### config.mk
export PLATFORM = sky130hd
export DESIGN_NAME = combo_scanner_flat
export DESIGN_NICKNAME = d
export VERILOG_FILES = /design/src/rtl/combo_scanner_pkg.sv /design/src/rtl/combo_scanner_if.sv /design/src/rtl/combo_scanner.sv /design/src/flat_wrapper.sv
export SDC_FILE = /design/constraint.sdc
export NUM_CORES = 1
export LEC_CHECK = 0
export CAP_MARGIN = 20
export CORE_AREA = 2 2 53 55
export DETAILED_ROUTE_END_ITERATION = 12
export DIE_AREA = 0 0 55 57
export DONT_BUFFER_PORTS = 1
export PLACE_DENSITY = 0.61
export SLEW_MARGIN = 10
export SYNTH_ARGS = -nofsm -noshare
export SYNTH_HDL_FRONTEND = slang
export SYNTH_SLANG_ARGS = --single-unit
### constraint.sdc
create_clock -name clk -period 4.8 [get_ports clk]
set_clock_uncertainty 0.2 [all_clocks]
set_input_delay 0.96 -clock clk [delete_from_list [all_inputs] [get_ports clk]]
set_output_delay 0.96 -clock clk [all_outputs]
set_load 0.005 [all_outputs]
### src/rtl/combo_scanner_pkg.sv
// Shared definitions for the combination scanner: default widths, FSM
// state encoding and the terminal-index helper.
package combo_scanner_pkg;

    // Default number of condition bits (A..E).
    localparam int N_DEF = 5;

    // Default valid-count width; N_DEF+1 bits hold a full count of 2^N_DEF.
    localparam int CNT_W_DEF = 6;

    // Sweep controller states.
    typedef enum logic [1:0] {
        ST_IDLE = 2'd0,
        ST_SCAN = 2'd1,
        ST_HOLD = 2'd2,
        ST_DONE = 2'd3
    } state_e;

    // Last candidate index for an n-bit sweep (2^n - 1).
    function automatic logic [31:0] term_index(input int n);
        return (32'd1 << n) - 32'd1;
    endfunction

    // Terminal index for the default width.
    localparam logic [N_DEF-1:0] TERM_IDX = {N_DEF{1'b1}};

endpackage

### src/rtl/combo_scanner_if.sv
// Ready/valid output stream carrying each combination the checker accepts.
interface combo_scanner_if
    import combo_scanner_pkg::*;
#(
    parameter int N = N_DEF
) ();

    logic         out_valid;
    logic         out_ready;
    logic [N-1:0] out_data;

    // Producer side (the scanner).
    modport master (
        output out_valid,
        output out_data,
        input  out_ready
    );

    // Consumer side (downstream logic).
    modport slave (
        input  out_valid,
        input  out_data,
        output out_ready
    );

endinterface

### src/rtl/combo_scanner.sv
// Walks every N-bit candidate, presents it to an external combinational
// condition checker, and streams out each candidate the checker accepts.
// A valid candidate is parked in HOLD until the consumer takes it, so a
// stalled consumer never loses data. The sweep ends on the terminal index
// (the index never wraps) and raises a one-cycle done pulse.
module combo_scanner
    import combo_scanner_pkg::*;
#(
    parameter int N     = N_DEF,
    parameter int CNT_W = CNT_W_DEF
) (
    input  logic              clk,
    input  logic              rst,
    input  logic              start_i,
    output logic [N-1:0]      cand_o,
    input  logic              chk_valid_i,
    combo_scanner_if.master   out_if,
    output logic              busy_o,
    output logic              done_o,
    output logic [CNT_W-1:0]  valid_count_o
);

    // Highest candidate index; reaching it ends the sweep.
    localparam logic [N-1:0] LAST_IDX = N'(term_index(N));

    state_e             state_q;
    logic [N-1:0]       idx_q;
    logic [N-1:0]       out_data_q;
    logic               out_valid_q;
    logic               busy_q;
    logic               done_q;
    logic [CNT_W-1:0]   valid_count_q;

    logic [N-1:0]       idx_next_d;
    logic [CNT_W-1:0]   count_next_d;
    logic               idx_last_s;
    logic               accept_s;

    // Index/count increments and terminal / handshake decodes.
    always_comb begin
        idx_next_d   = idx_q + N'(1);
        count_next_d = valid_count_q + CNT_W'(1);
        idx_last_s   = (idx_q == LAST_IDX);
        accept_s     = out_valid_q && out_if.out_ready;
    end

    // Sweep controller: state, candidate index, output register, count and status flags.
    always_ff @(posedge clk) begin
        if (rst) begin
            state_q       <= ST_IDLE;
            idx_q         <= {N{1'b0}};
            out_data_q    <= {N{1'b0}};
            out_valid_q   <= 1'b0;
            busy_q        <= 1'b0;
            done_q        <= 1'b0;
            valid_count_q <= {CNT_W{1'b0}};
        end else begin
            // done is a single-cycle pulse; only the DONE entry raises it.
            done_q <= 1'b0;
            case (state_q)
                ST_IDLE: begin
                    idx_q <= {N{1'b0}};
                    if (start_i) begin
                        state_q       <= ST_SCAN;
                        busy_q        <= 1'b1;
                        valid_count_q <= {CNT_W{1'b0}};
                    end else begin
                        state_q <= ST_IDLE;
                        busy_q  <= 1'b0;
                    end
                end

                ST_SCAN: begin
                    if (chk_valid_i) begin
                        // Capture the accepted candidate; idx stays put so
                        // cand remains stable for the whole HOLD.
                        out_data_q  <= idx_q;
                        out_valid_q <= 1'b1;
                        state_q     <= ST_HOLD;
                    end else if (idx_last_s) begin
                        state_q <= ST_DONE;
                        idx_q   <= {N{1'b0}};
                        busy_q  <= 1'b0;
                        done_q  <= 1'b1;
                    end else begin
                        idx_q <= idx_next_d;
                    end
                end

                ST_HOLD: begin
                    if (accept_s) begin
                        out_valid_q   <= 1'b0;
                        valid_count_q <= count_next_d;
                        if (idx_last_s) begin
                            state_q <= ST_DONE;
                            idx_q   <= {N{1'b0}};
                            busy_q  <= 1'b0;
                            done_q  <= 1'b1;
                        end else begin
                            state_q <= ST_SCAN;
                            idx_q   <= idx_next_d;
                        end
                    end else begin
                        // Stalled consumer: hold everything.
                        state_q <= ST_HOLD;
                    end
                end

                ST_DONE: begin
                    // Start is deliberately not examined here.
                    state_q <= ST_IDLE;
                    idx_q   <= {N{1'b0}};
                    busy_q  <= 1'b0;
                end

                default: begin
                    state_q     <= ST_IDLE;
                    idx_q       <= {N{1'b0}};
                    out_valid_q <= 1'b0;
                    busy_q      <= 1'b0;
                end
            endcase
        end
    end

    // Candidate depends only on the index register; outputs come straight from flops.
    always_comb begin
        cand_o           = idx_q;
        out_if.out_valid = out_valid_q;
        out_if.out_data  = out_data_q;
        busy_o           = busy_q;
        done_o           = done_q;
        valid_count_o    = valid_count_q;
    end

endmodule

### src/flat_wrapper.sv
// flat-port wrapper written by rule: the top's interface ports become plain ports
module combo_scanner_flat import combo_scanner_pkg::*;
#(
    parameter int N     = N_DEF,
    parameter int CNT_W = CNT_W_DEF
)
  (clk, rst, start_i, cand_o, chk_valid_i, busy_o, done_o, valid_count_o, out_if_out_valid, out_if_out_data, out_if_out_ready);
  combo_scanner_if #(.N(N)) out_if_i ();
  input  logic clk;
  input  logic rst;
  input  logic start_i;
  output logic [N-1:0] cand_o;
  input  logic chk_valid_i;
  output logic busy_o;
  output logic done_o;
  output logic [CNT_W-1:0] valid_count_o;
  output wire logic [$bits(out_if_i.out_valid)-1:0] out_if_out_valid;
  output wire logic [$bits(out_if_i.out_data)-1:0] out_if_out_data;
  input wire logic [$bits(out_if_i.out_ready)-1:0] out_if_out_ready;
  assign out_if_out_valid = out_if_i.out_valid;
  assign out_if_out_data = out_if_i.out_data;
  assign out_if_i.out_ready = out_if_out_ready;
  combo_scanner #(.N(N), .CNT_W(CNT_W)) u_core (.clk(clk), .rst(rst), .start_i(start_i), .cand_o(cand_o), .chk_valid_i(chk_valid_i), .out_if(out_if_i), .busy_o(busy_o), .done_o(done_o), .valid_count_o(valid_count_o));
endmodule
# [Word level (Yosys, flattened, before mapping)]
# Index checks and enable logic that the tools add are counted.
[word_totals] ff_bits=21 input_bits=5 output_inout_bits=19 word_cells=52
[op_classes] addsub=2 eq_ne=9 mux=25 reduce_logical=9
[op_table] op="2-to-1 mux 5 bit" count=3
[op_table] op="one-hot mux 5 bit (3 select lines)" count=1
[op_table] op="2-to-1 mux 6 bit" count=2
[op_table] op="one-hot mux 6 bit (2 select lines)" count=1
[op_table] op="2-to-1 mux 1 bit" count=10
[op_table] op="2-to-1 mux 2 bit" count=4
[op_table] op="one-hot mux 2 bit (4 select lines)" count=1
[op_table] op="adder 6 x 1 -> 6 bit, second input constant" count=1
[op_table] op="inequality test 2 bit, second input constant" count=3
[op_table] op="AND reduction 3 bit" count=2
[op_table] op="adder 5 x 1 -> 5 bit, second input constant" count=1
[op_table] op="equality test 5 bit, second input constant" count=1
[op_table] op="equality test 2 bit, second input constant" count=2
[op_table] op="one-hot mux 1 bit (2 select lines)" count=2
[op_table] op="one-hot mux 1 bit (4 select lines)" count=1
[op_table] op="AND reduction 2 bit" count=2
[op_table] op="nonzero test 2 bit" count=2
[op_table] op="inequality test 3 x 2 -> 1 bit, second input constant" count=1
[op_table] op="equality test 2 x 1 -> 1 bit, second input constant" count=1
[op_table] op="zero test 2 bit" count=1
[op_table] op="inequality test 2 x 1 -> 1 bit, second input constant" count=1
[op_table] op="OR reduction 2 bit" count=1
[op_table] op="logical AND 1 bit" count=1

# [Longest topological paths before layout]
# Gate-level depths: netlist of run 1.
[logic_depth] ltp_word=4 depth_mapped=7 mapped_depth_nobuf=6

# [Least setup slack after synthesis of run 1]
# Ideal clock, no wire load.
[synth_path] path_type="input to register" start="in rst" end="reg u_core.idx_q[2], in the netlist u_core.cand_o[2]" setup_ns=0.117 arrival_ns=1.711 required_time_ns=4.483 slack_ns=2.772 cell_stages=3 path_buffers=1 path_cell_list="clkbuf_1 -> clkinv_1 -> a32o_1"
[synth_rtl] item="start: declaration" line="flat_wrapper.sv:10" rtl="input logic rst;"
[synth_rtl] item="end signal: assignment" line="combo_scanner.sv:51" rtl="idx_q <= {N{1'b0}};"
[synth_rtl] item="end signal: assignment" line="combo_scanner.sv:62" rtl="idx_q <= {N{1'b0}};"
[synth_rtl] item="end signal: assignment" line="combo_scanner.sv:82" rtl="idx_q <= {N{1'b0}};"
[synth_rtl] item="end: declaration" line="combo_scanner.sv:27" rtl="logic [N-1:0] idx_q;"
# No word-level cell between the ends.

# [Final worst setup path of run 1]
[layout_path] start="reg u_core.idx_q[0], in the netlist u_core.cand_o[0]" end="reg u_core.state_q[1]"
[layout_via] elab_chain_len=4 word_cells_on_any_way=5 cone_classes="2 x eq/ne; 3 x mux"
[layout_lines] item="equality test 5 bit (*)" line="combo_scanner.sv:43" rtl="idx_last_s = (idx_q == LAST_IDX);"
[layout_lines] item="2-to-1 mux 2 bit" line="combo_scanner.sv:94" rtl="if (idx_last_s) begin"
[layout_lines] item="2-to-1 mux 2 bit" line="combo_scanner.sv:91" rtl="if (accept_s) begin"
[layout_lines] item="one-hot mux 2 bit (4 select lines)" line="combo_scanner.sv:60" rtl="case (state_q)"
[layout_lines] item="end signal: assignment" line="combo_scanner.sv:64" rtl="state_q <= ST_SCAN;"
[layout_lines] item="end signal: assignment" line="combo_scanner.sv:95" rtl="state_q <= ST_DONE;"
[layout_lines] item="end signal: assignment" line="combo_scanner.sv:100" rtl="state_q <= ST_SCAN;"
[layout_lines] item="end: declaration" line="combo_scanner.sv:26" rtl="state_e state_q;"
# Mark *: on every way between the ends. The rest lies on a longest branch, timed or not.
# A chain may end at the register's enable or synchronous reset.

==> flow_metrics.tcl, run 1 <==
set metrics [dict create \
    status "completed" \
    cp-endpoint "u_core.state_q[1]" \
    synth-simple-area-share 0.2313 \
    worstReg2RegEnd "u_core.state_q[1]" \
    synth_edf_count 0 \
    worst_pin_slew_ns 0.6559 \
    syn_to_final_growth_pct 3.452 \
    root_buffer "clkbuf_4" \
    multiInputGateArea_um2 620.6 \
    avgSynthCellArea_um2 8.986 \
    holdBufCountCts 0 \
    nFillCells 271 \
    hold_viol 0 \
    muxShareOfSynthArea 0.02762 \
    ant_nets 0 \
    diodes 0 \
    period_share 0.4331 \
    synth_top_area_cell "dfxtp_1" \
    path_clk_slew_ns 0.11 \
    p_per_area_nw_per_um2 442.4 \
    yosys.area_share.xor_xnor 0 \
    antenna_found_initial 0 \
    leakagePower_nw 0.4103 \
    maxCapViolations 0 \
    h-tree-depth 1 \
    holdPathStages 2 \
    fin_area_um2 1125 \
    fp.dieH_um 57 \
    min_period_ns 2.079 \
    drt_iter0_drc 24 \
    io-pin-count 24 \
    rr_worst_depth 5 \
    hold_path.class "flop to flop" \
    use_met2 0.2687 \
    seqCellArea_um2 420.4 \
    synth_fa_ha_area_frac 0.08055 \
    clock-sinks 21 \
    grt.total_usage 0.1676 \
    ys_ff_latch 21 \
    yosysSeqAreaShare 0.3867 \
    portBuffers 0 \
    dr.pass1.iters 6 \
    rsz0062_at_grt "false" \
    clk_path_buf_depth 2 \
    grt_pass1_vias 940 \
    wire_per_inst_um 15.38 \
    numCtsBuffers 3 \
    finalSetupViolCount 0 \
    busiest_layer "met2" \
    drive_above_1_share 0.05833 \
    max_freq_mhz 481.0 \
    grt_max_degree 19 \
    vias 937 \
    crit_type "flop to flop" \
    reg2reg_setup_slack_ns 2.72 \
    grt_use_met3 0.05236 \
    dpl_cell_area_um2 1099 \
    gp_congestion 0.8029 \
    synth_top_family_by_area "simple AND/OR/NAND/NOR gates" \
    core_area_um2 2615 \
    drc 0 \
    worst_setup_path_start_kind "flop" \
    num_rows 19 \
    post_cts_buffers 0 \
    globalRouteMet1Util 0.2020 \
    cp-startpoint "u_core.cand_o[0]" \
    final_max_slew_viol_count 0 \
    synth_ff_type "dfxtp_1" \
    synth.distinct_cells 37 \
    synth_top_area_share 0.3867 \
    slew_headroom 0.5502 \
    syn_nets 133 \
    dp.final_hpwl_mm 1.621 \
    netlist_top_cells_area "dfxtp_1 39%, ha_1 8.1%, a21oi_1 6.0%" \
    yosysWarnings 0 \
    grt_pass1_wl_mm 3.946 \
    crit_arrival_ns 2.09 \
    finish.utilization 0.4301 \
    finalNetCount 133 \
    grt-ovfl-total 0 \
    required_ns 4.81 \
    endpoint_kind "flop" \
    synth_area_um2 1087 \
    final_cell_mix "21 x dfxtp_1, 14 x nand2_1, 13 x a21oi_1" \
    fin_setup_tns_ns 0 \
    insertion_delay_ns 0.29 \
    synthCells 121 \
    design_power_total_w 0.0004976 \
    wl_mm 2.323 \
    layout_commonest_cell "dfxtp_1" \
    synth_compound_area_frac 0.2313 \
    cts_resized 0 \
    worst-path-max-fanout 6 \
    die_width_um 55 \
    cts_tree "built" \
    synth-async-reset-ratio 0 \
    ir_worst_vdd_mv 0.2142 \
    start_util 0.4158 \
    r2r_start "u_core.cand_o[0]" \
    avgViaCountPerCell 6.205 \
    die_area_um2 3135 \
]
-- where the power goes --
group / internal (W) / switching (W)
Combinational: 0.0000773 / 0.000115
Sequential: 0.000194 / 0.0000276
Clock: 0.0000323 / 0.0000512
-- worst min-delay path by stage --
stage,from,endpoint
3_5_place_dp,u_core.out_if.out_data[3],u_core.out_if.out_data[3]
2_1_floorplan,u_core.out_if.out_data[0],u_core.out_if.out_data[0]
4_1_cts,u_core.out_if.out_data[3],u_core.out_if.out_data[3]
6_report,u_core.out_if.out_data[4],u_core.out_if.out_data[4]
5_1_grt,u_core.out_if.out_data[4],u_core.out_if.out_data[4]
3_3_place_gp,u_core.out_if.out_data[4],u_core.out_if.out_data[4]
-- cells in the mapped netlist (2+ instances only) --
master	count
o211a_1	2
clkbuf_1	2
o31a_1	2
nor3_1	3
nor2b_1	2
nand4b_1	2
inv_1	4
o21ai_0	7
ha_1	7
a211o_1	2
a21oi_1	13
nand2_1	14
and3_1	2
nor4_1	2
a32o_1	2
nand3_1	6
nand4_1	4
a311oi_1	2
mux2i_1	3
nand3b_1	3
dfxtp_1	21
-- layer usage --
| layer | vias up | wire length, um |
|---|---|---|
| met5 | - | 0 |
| li1 | 452 | - |
| met2 | 39 | 1112 |
| met3 | 6 | 176 |
| met4 | 0 | 39 |
| met1 | 440 | 995 |
-- worst max-delay path: stages, from the launching register on --
cell	delay [ns]
dfxtp_1	0.39
ha_1	0.23
and3_1	0.18
ha_1	0.21
or3b_2	0.52
a311oi_1	0.27
-- logic make-up after synthesis --
| logic type | count (synthesis) |
|---|---|
| AO/OA/AOI/OAI | 36 |
| adder cells (fa/ha/maj) | 7 |
| buffers and inverters | 10 |
| flip-flops | 21 |
| multiplexers | 3 |
| AND/OR/NAND/NOR | 44 |
-- sequential cells by signal (all words and copies together), names as in the netlist --
name                     count
u_core.done_o                1
u_core.valid_count_o         6
u_core.busy_o                1
u_core.cand_o                5
u_core.out_if.out_data       5
u_core.state_q               2
u_core.out_if.out_valid      1
-- cell type report --
| cell class | instances | share of cell area |
|---|---|---|
| clock buffers | 4 | 0.02336 |
| inverters | 5 | 0.01669 |
| multi-input cells | 90 | 0.5517 |
| flip-flops and latches | 21 | 0.3737 |
| well taps | 31 | 0.03448 |
-- per-stage QoR --
step,instances,hold slack (ns),setup WS (ns)
after floorplan,121,0.2527,2.772
after global placement,147,0.2595,2.634
after detailed placement,147,0.2656,2.599
after CTS,151,0.2815,2.706
after global routing,151,0.2980,2.606
final,151,0.2790,2.721
No activity file was read; power rests on OpenSTA's default activity.
==> run 2: changes to the inputs <==
==> constraint.sdc (replaced) <==
create_clock -name clk -period 2.1 [get_ports clk]
set_clock_uncertainty 0.2 [all_clocks]
set_input_delay 0.42 -clock clk [delete_from_list [all_inputs] [get_ports clk]]
set_output_delay 0.42 -clock clk [all_outputs]
set_load 0.005 [all_outputs]
==> run 2 against run 1 <==
Compared with the run above:
- power rose by 140%
- critical endpoint unchanged
- non-clock buffer count rose by 5
- global-route usage rose by 0.72 points
- register-to-register slack got worse by 2.6 ns
- largest power group is now combinational cells
==> flow_metrics.tcl, run 2 (same netlist as run 1, synthesis figures left out) <==
set metrics [dict create \
    clk_path_buf_depth 2 \
    clock-sinks 21 \
    numCtsBuffers 3 \
    worst_setup_path_start_kind "flop" \
    finish.utilization 0.4478 \
    dp.final_hpwl_mm 1.687 \
    dr.pass1.iters 4 \
    drc 0 \
    largest_reg_flops 6 \
    grt-ovfl-total 0 \
    drt_iter0_drc 28 \
    wire_per_inst_um 15.44 \
    path_clk_slew_ns 0.12 \
    die_width_um 55 \
    finalSetupViolCount 0 \
    slew_headroom 0.5965 \
    hold_path.class "primary input to flop" \
    endpoint_kind "flop" \
    h-tree-depth 1 \
    portBuffers 0 \
    post_cts_buffers 0 \
    diodes 0 \
    layout_commonest_cell "dfxtp_1" \
    design_power_total_w 0.001194 \
    pre_cts_ws_ns 0.1334 \
    leakagePower_nw 0.4310 \
    start_util 0.4158 \
    worst-path-max-fanout 4 \
    maxCapViolations 0 \
    syn_to_final_growth_pct 7.710 \
    avgViaCountPerCell 6.045 \
    crit_arrival_ns 1.98 \
    num_rows 19 \
    max_freq_mhz 499.9 \
    crit_type "flop to flop" \
    rsz0062_at_grt "true" \
    wl_mm 2.409 \
    ant_nets 0 \
    grt_pass1_vias 880 \
    fp.dieH_um 57 \
    min_period_ns 2.000 \
    antenna_found_initial 0 \
    status "completed" \
    grt_pass1_wl_mm 3.988 \
    final_max_slew_viol_count 0 \
    grt_max_degree 16 \
    final_cell_mix "21 x dfxtp_1, 14 x nand2_1, 13 x a21oi_1" \
    root_buffer "clkbuf_4" \
    io-pin-count 24 \
    cts_tree "built" \
    worst_pin_slew_ns 0.6032 \
    p_per_area_nw_per_um2 1020 \
    setup_ws_ns 0.09975 \
    ir_worst_vdd_mv 0.5683 \
    period_share 0.9525 \
    required_ns 2.08 \
    hold_viol 0 \
    vias 943 \
    gp_congestion 0.8170 \
    die_area_um2 3135 \
    finalNetCount 138 \
    grt.total_usage 0.1748 \
    drive_above_1_share 0.1040 \
    core_area_um2 2615 \
    insertion_delay_ns 0.31 \
]
run 2: cell types whose count changed in the layout (fill, tap and decap cells not counted):
cell	previous run	this run
ha_2	0	1
mux2i_1	3	2
buf_4	0	4
mux2i_2	0	1
ha_1	7	6
dlygate4sd3_1	0	1
run 2: cell type report:
type / instances / area, um^2
clock buffer: 4 / 26.28
fill: 278 / 1444
inverter: 5 / 18.77
multi-input combinational: 90 / 626.9
sequential: 21 / 420.4
tap: 31 / 38.79
timing repair buffer: 5 / 40.04
run 2: path summary, 6_finish.rpt:
| kind | start | depth (start not counted) | endpoint | slack (ns) |
|---|---|---|---|---|
| hold reg to reg | u_core.out_if.out_data[4] | 2 | u_core.out_if.out_data[4] | 0.28 |
| hold / removal | start_i | 3 | u_core.busy_o | 0.13 |
| setup / recovery | u_core.cand_o[0] | 6 | u_core.state_q[1] | 0.1 |
| setup reg to reg | u_core.cand_o[0] | 6 | u_core.state_q[1] | 0.1 |
run 2: critical path: stages (launching register included):
cell and delay [ns]:
dfxtp_1 0.33, ha_1 0.20, and3_1 0.18, ha_1 0.21
or3b_2 0.52, a21oi_1 0.17, a311oi_1 0.06
run 2: per-stage QoR:
step | cell area, um^2 | hold slack, ns | instances | setup TNS [ns]
6_report | 1171 | 0.1342 | 156 | 0
5_1_grt | 1171 | 0.1317 | 156 | -0.007786
4_1_cts | 1165 | 0.1216 | 156 | 0
3_5_place_dp | 1129 | 0.2623 | 151 | 0
3_3_place_gp | 1129 | 0.2580 | 151 | 0
2_1_floorplan | 1087 | 0.2527 | 121 | 0
run 2: what timing repair did:
| item | CTS | global route |
|---|---|---|
| resized for setup | 0 | 2 |
| setup endpoints to repair | 0 | 4 |
| hold buffers | 1 | 0 |
| hold endpoints to repair | 15 | 0 |
run 2: power breakdown:
part | total, W | switching (W) | internal, W
logic | 0.000498 | 0.000292 | 0.000206
registers | 0.000497 | 0.0000525 | 0.000444
clock network | 0.000200 | 0.000126 | 0.0000742
total | 0.00119 | 0.000470 | 0.000724
run 2: metal layers:
layer | global-route usage | vias to the layer above | share of wire | routed length (um)
li1 | - | 463 | - | -
met1 | 0.2233 | 443 | 0.44 | 1055
met2 | 0.2551 | 30 | 0.47 | 1136
met3 | 0.05759 | 7 | 0.064 | 154
met4 | 0.09756 | 0 | 0.026 | 63
met5 | 0 | - | 0 | 0
==> run 3: changes to the inputs <==
--- a/config.mk
+++ b/config.mk
@@ -6,9 +6,9 @@
 export NUM_CORES = 1
 export LEC_CHECK = 0
 export CAP_MARGIN = 20
-export CORE_AREA = 2 2 53 55
+export CORE_AREA = 2 2 41 71
 export DETAILED_ROUTE_END_ITERATION = 12
-export DIE_AREA = 0 0 55 57
+export DIE_AREA = 0 0 43 73
 export DONT_BUFFER_PORTS = 1
 export PLACE_DENSITY = 0.61
 export SLEW_MARGIN = 10
==> constraint.sdc (replaced) <==
create_clock -name clk -period 2.2 [get_ports clk]
set_clock_uncertainty 0.2 [all_clocks]
set_input_delay 0.44 -clock clk [delete_from_list [all_inputs] [get_ports clk]]
set_output_delay 0.44 -clock clk [all_outputs]
set_load 0.005 [all_outputs]
==> run 3 against run 2 <==
Compared with the run above:
- first-iteration DRC count is 39% lower
- routed wire length increased by 2.0%
- global-route usage decreased by 0.82 points
- design area shrank 1.2%
- clock-buffer cell count shrank 1
- worst hold slack worse by 0.094 ns
- critical path type unchanged
- sequential share of layout area up 0.43 points
- critical path depth shrank 1
- highest routed layer unchanged
- non-clock buffer count shrank 4
- critical endpoint unchanged
- sequential cell count unchanged
- via count decreased by 2.3%
==> flow_metrics.tcl, run 3 (same netlist as run 1, synthesis figures left out) <==
set metrics [dict create \
    diodes 0 \
    crit_family "simple AND/OR/NAND/NOR gates" \
    final_max_slew_viol_count 0 \
    busiest_layer "met2" \
    cp_slowest_stage_delay_ns 0.53 \
    num_rows 25 \
    die_area_um2 3139 \
    final_cells 148 \
    post_cts_buffers 0 \
    reg2reg_setup_slack_ns 0.08 \
    worst_pin_slew_ns 0.6829 \
    antenna_found_initial 0 \
    grt-ovfl-total 0 \
    gp_congestion 0.7832 \
    drive_above_1_share 0.09091 \
    largest_reg_flops 6 \
    ir_worst_vdd_mv 0.4558 \
    wire_per_inst_um 16.60 \
    critPathBufInv 0 \
    worstReg2RegEnd "u_core.state_q[1]" \
    hold_path.class "primary input to flop" \
    syn_to_final_growth_pct 6.444 \
    avgViaCountPerCell 6.223 \
    grt_use_met3 0.03465 \
    holdBufCountCts 0 \
    root_buffer "clkbuf_8" \
    drt_iter0_drc 17 \
    worst-path-max-fanout 6 \
    required_ns 2.17 \
    status "completed" \
    grt.total_usage 0.1666 \
    r2r_start "u_core.cand_o[0]" \
    grt_max_degree 19 \
    ant_nets 0 \
    path_clk_slew_ns 0.08 \
    dr.pass1.iters 4 \
    vias 921 \
    hold_end "u_core.out_if.out_valid" \
    crit_path_cell_trace "ha_1 > and3_1 > ha_1 > or3b_2 > a311oi_1" \
    period_share 0.9633 \
    portBuffers 0 \
    final_cell_mix "21 x dfxtp_1, 14 x nand2_1, 13 x a21oi_1" \
    holdPathStages 1 \
    clock-sinks 21 \
    die_width_um 43 \
    fp.dieH_um 73 \
    numCtsBuffers 3 \
    endpoint_kind "flop" \
    min_period_ns 2.119 \
    globalRouteMet1Util 0.1863 \
    slew_headroom 0.5317 \
    rr_worst_depth 5 \
    hold_start "rst" \
    h-tree-depth 1 \
    max_freq_mhz 471.9 \
    crit_arrival_ns 2.08 \
    core_area_um2 2628 \
    design_power_total_w 0.001177 \
    insertion_delay_ns 0.26 \
    leakagePower_nw 0.4290 \
    dp.cells 144 \
    rsz0062_at_grt "false" \
    use_met2 0.3013 \
    io-pin-count 24 \
    crit_top_cell "ha_1" \
    clk_path_buf_depth 2 \
    fin_setup_tns_ns 0 \
    finalNetCount 134 \
    layout_commonest_cell "dfxtp_1" \
    cp_slowest_cell "or3b_2" \
    dpl_cell_area_um2 1101 \
    fin_area_um2 1157 \
    grt_pass1_vias 875 \
    dp.final_hpwl_mm 1.825 \
    cts_tree "built" \
    finalSetupViolCount 0 \
    start_util 0.4138 \
    drc 0 \
    maxCapViolations 0 \
    wl_mm 2.457 \
    crit_type "flop to flop" \
    hold_viol 0 \
    p_per_area_nw_per_um2 1017 \
    grt_pass1_wl_mm 4.050 \
    hold_ws_ns 0.03976 \
    worst_setup_path_start_kind "flop" \
]
run 3: routing by layer:
layer,up-vias,part of all wire
met5,-,0
met2,27,0.56
met1,435,0.38
li1,455,-
met3,4,0.048
met4,0,0.015
run 3: how the worst max path moves through the flow:
stage,slack (ns),endpoint,cells past startpoint,start
2_1_floorplan,0.26,u_core.state_q[1],6,u_core.cand_o[0]
3_3_place_gp,0.16,u_core.state_q[0],5,u_core.cand_o[0]
3_5_place_dp,0.11,u_core.state_q[1],5,u_core.cand_o[0]
4_1_cts,0.1,u_core.state_q[1],5,u_core.cand_o[0]
5_1_grt,0.01,u_core.state_q[1],5,u_core.cand_o[0]
6_report,0.08,u_core.state_q[1],5,u_core.cand_o[0]
run 3: final cells by class:
cell class | instances | area [um^2]
Multi-Input combinational cell | 90 | 630.6
Clock buffer | 3 | 41.29
Sequential cell | 21 | 420.4
Tap cell | 27 | 33.78
Clock inverter | 1 | 5.005
Timing Repair Buffer | 1 | 7.507
Fill cell | 269 | 1470
Inverter | 5 | 18.77
run 3: repair_timing:
item                                    in CTS  in global routing
hold endpoints to repair                     0                  0
endpoints found under the setup margin       0                  3
gates resized for setup                      0                  2
run 3: report_power, final:
group / switching, W / internal, W / total [W] / leakage, nW
clock: 0.000125 / 0.000126 / 0.000251 / 0.0255
combinational: 0.000262 / 0.000181 / 0.000443 / 0.233
sequential: 0.0000582 / 0.000424 / 0.000482 / 0.170
run 3: through the flow:
step / utilization / setup WS [ns]
after CTS: 0.4367 / 0.09751
after global routing: 0.4405 / 0.01440
after global placement: 0.4190 / 0.1649
after floorplan: - / 0.2580
after detailed placement: 0.4190 / 0.1130
final: 0.4405 / 0.08079
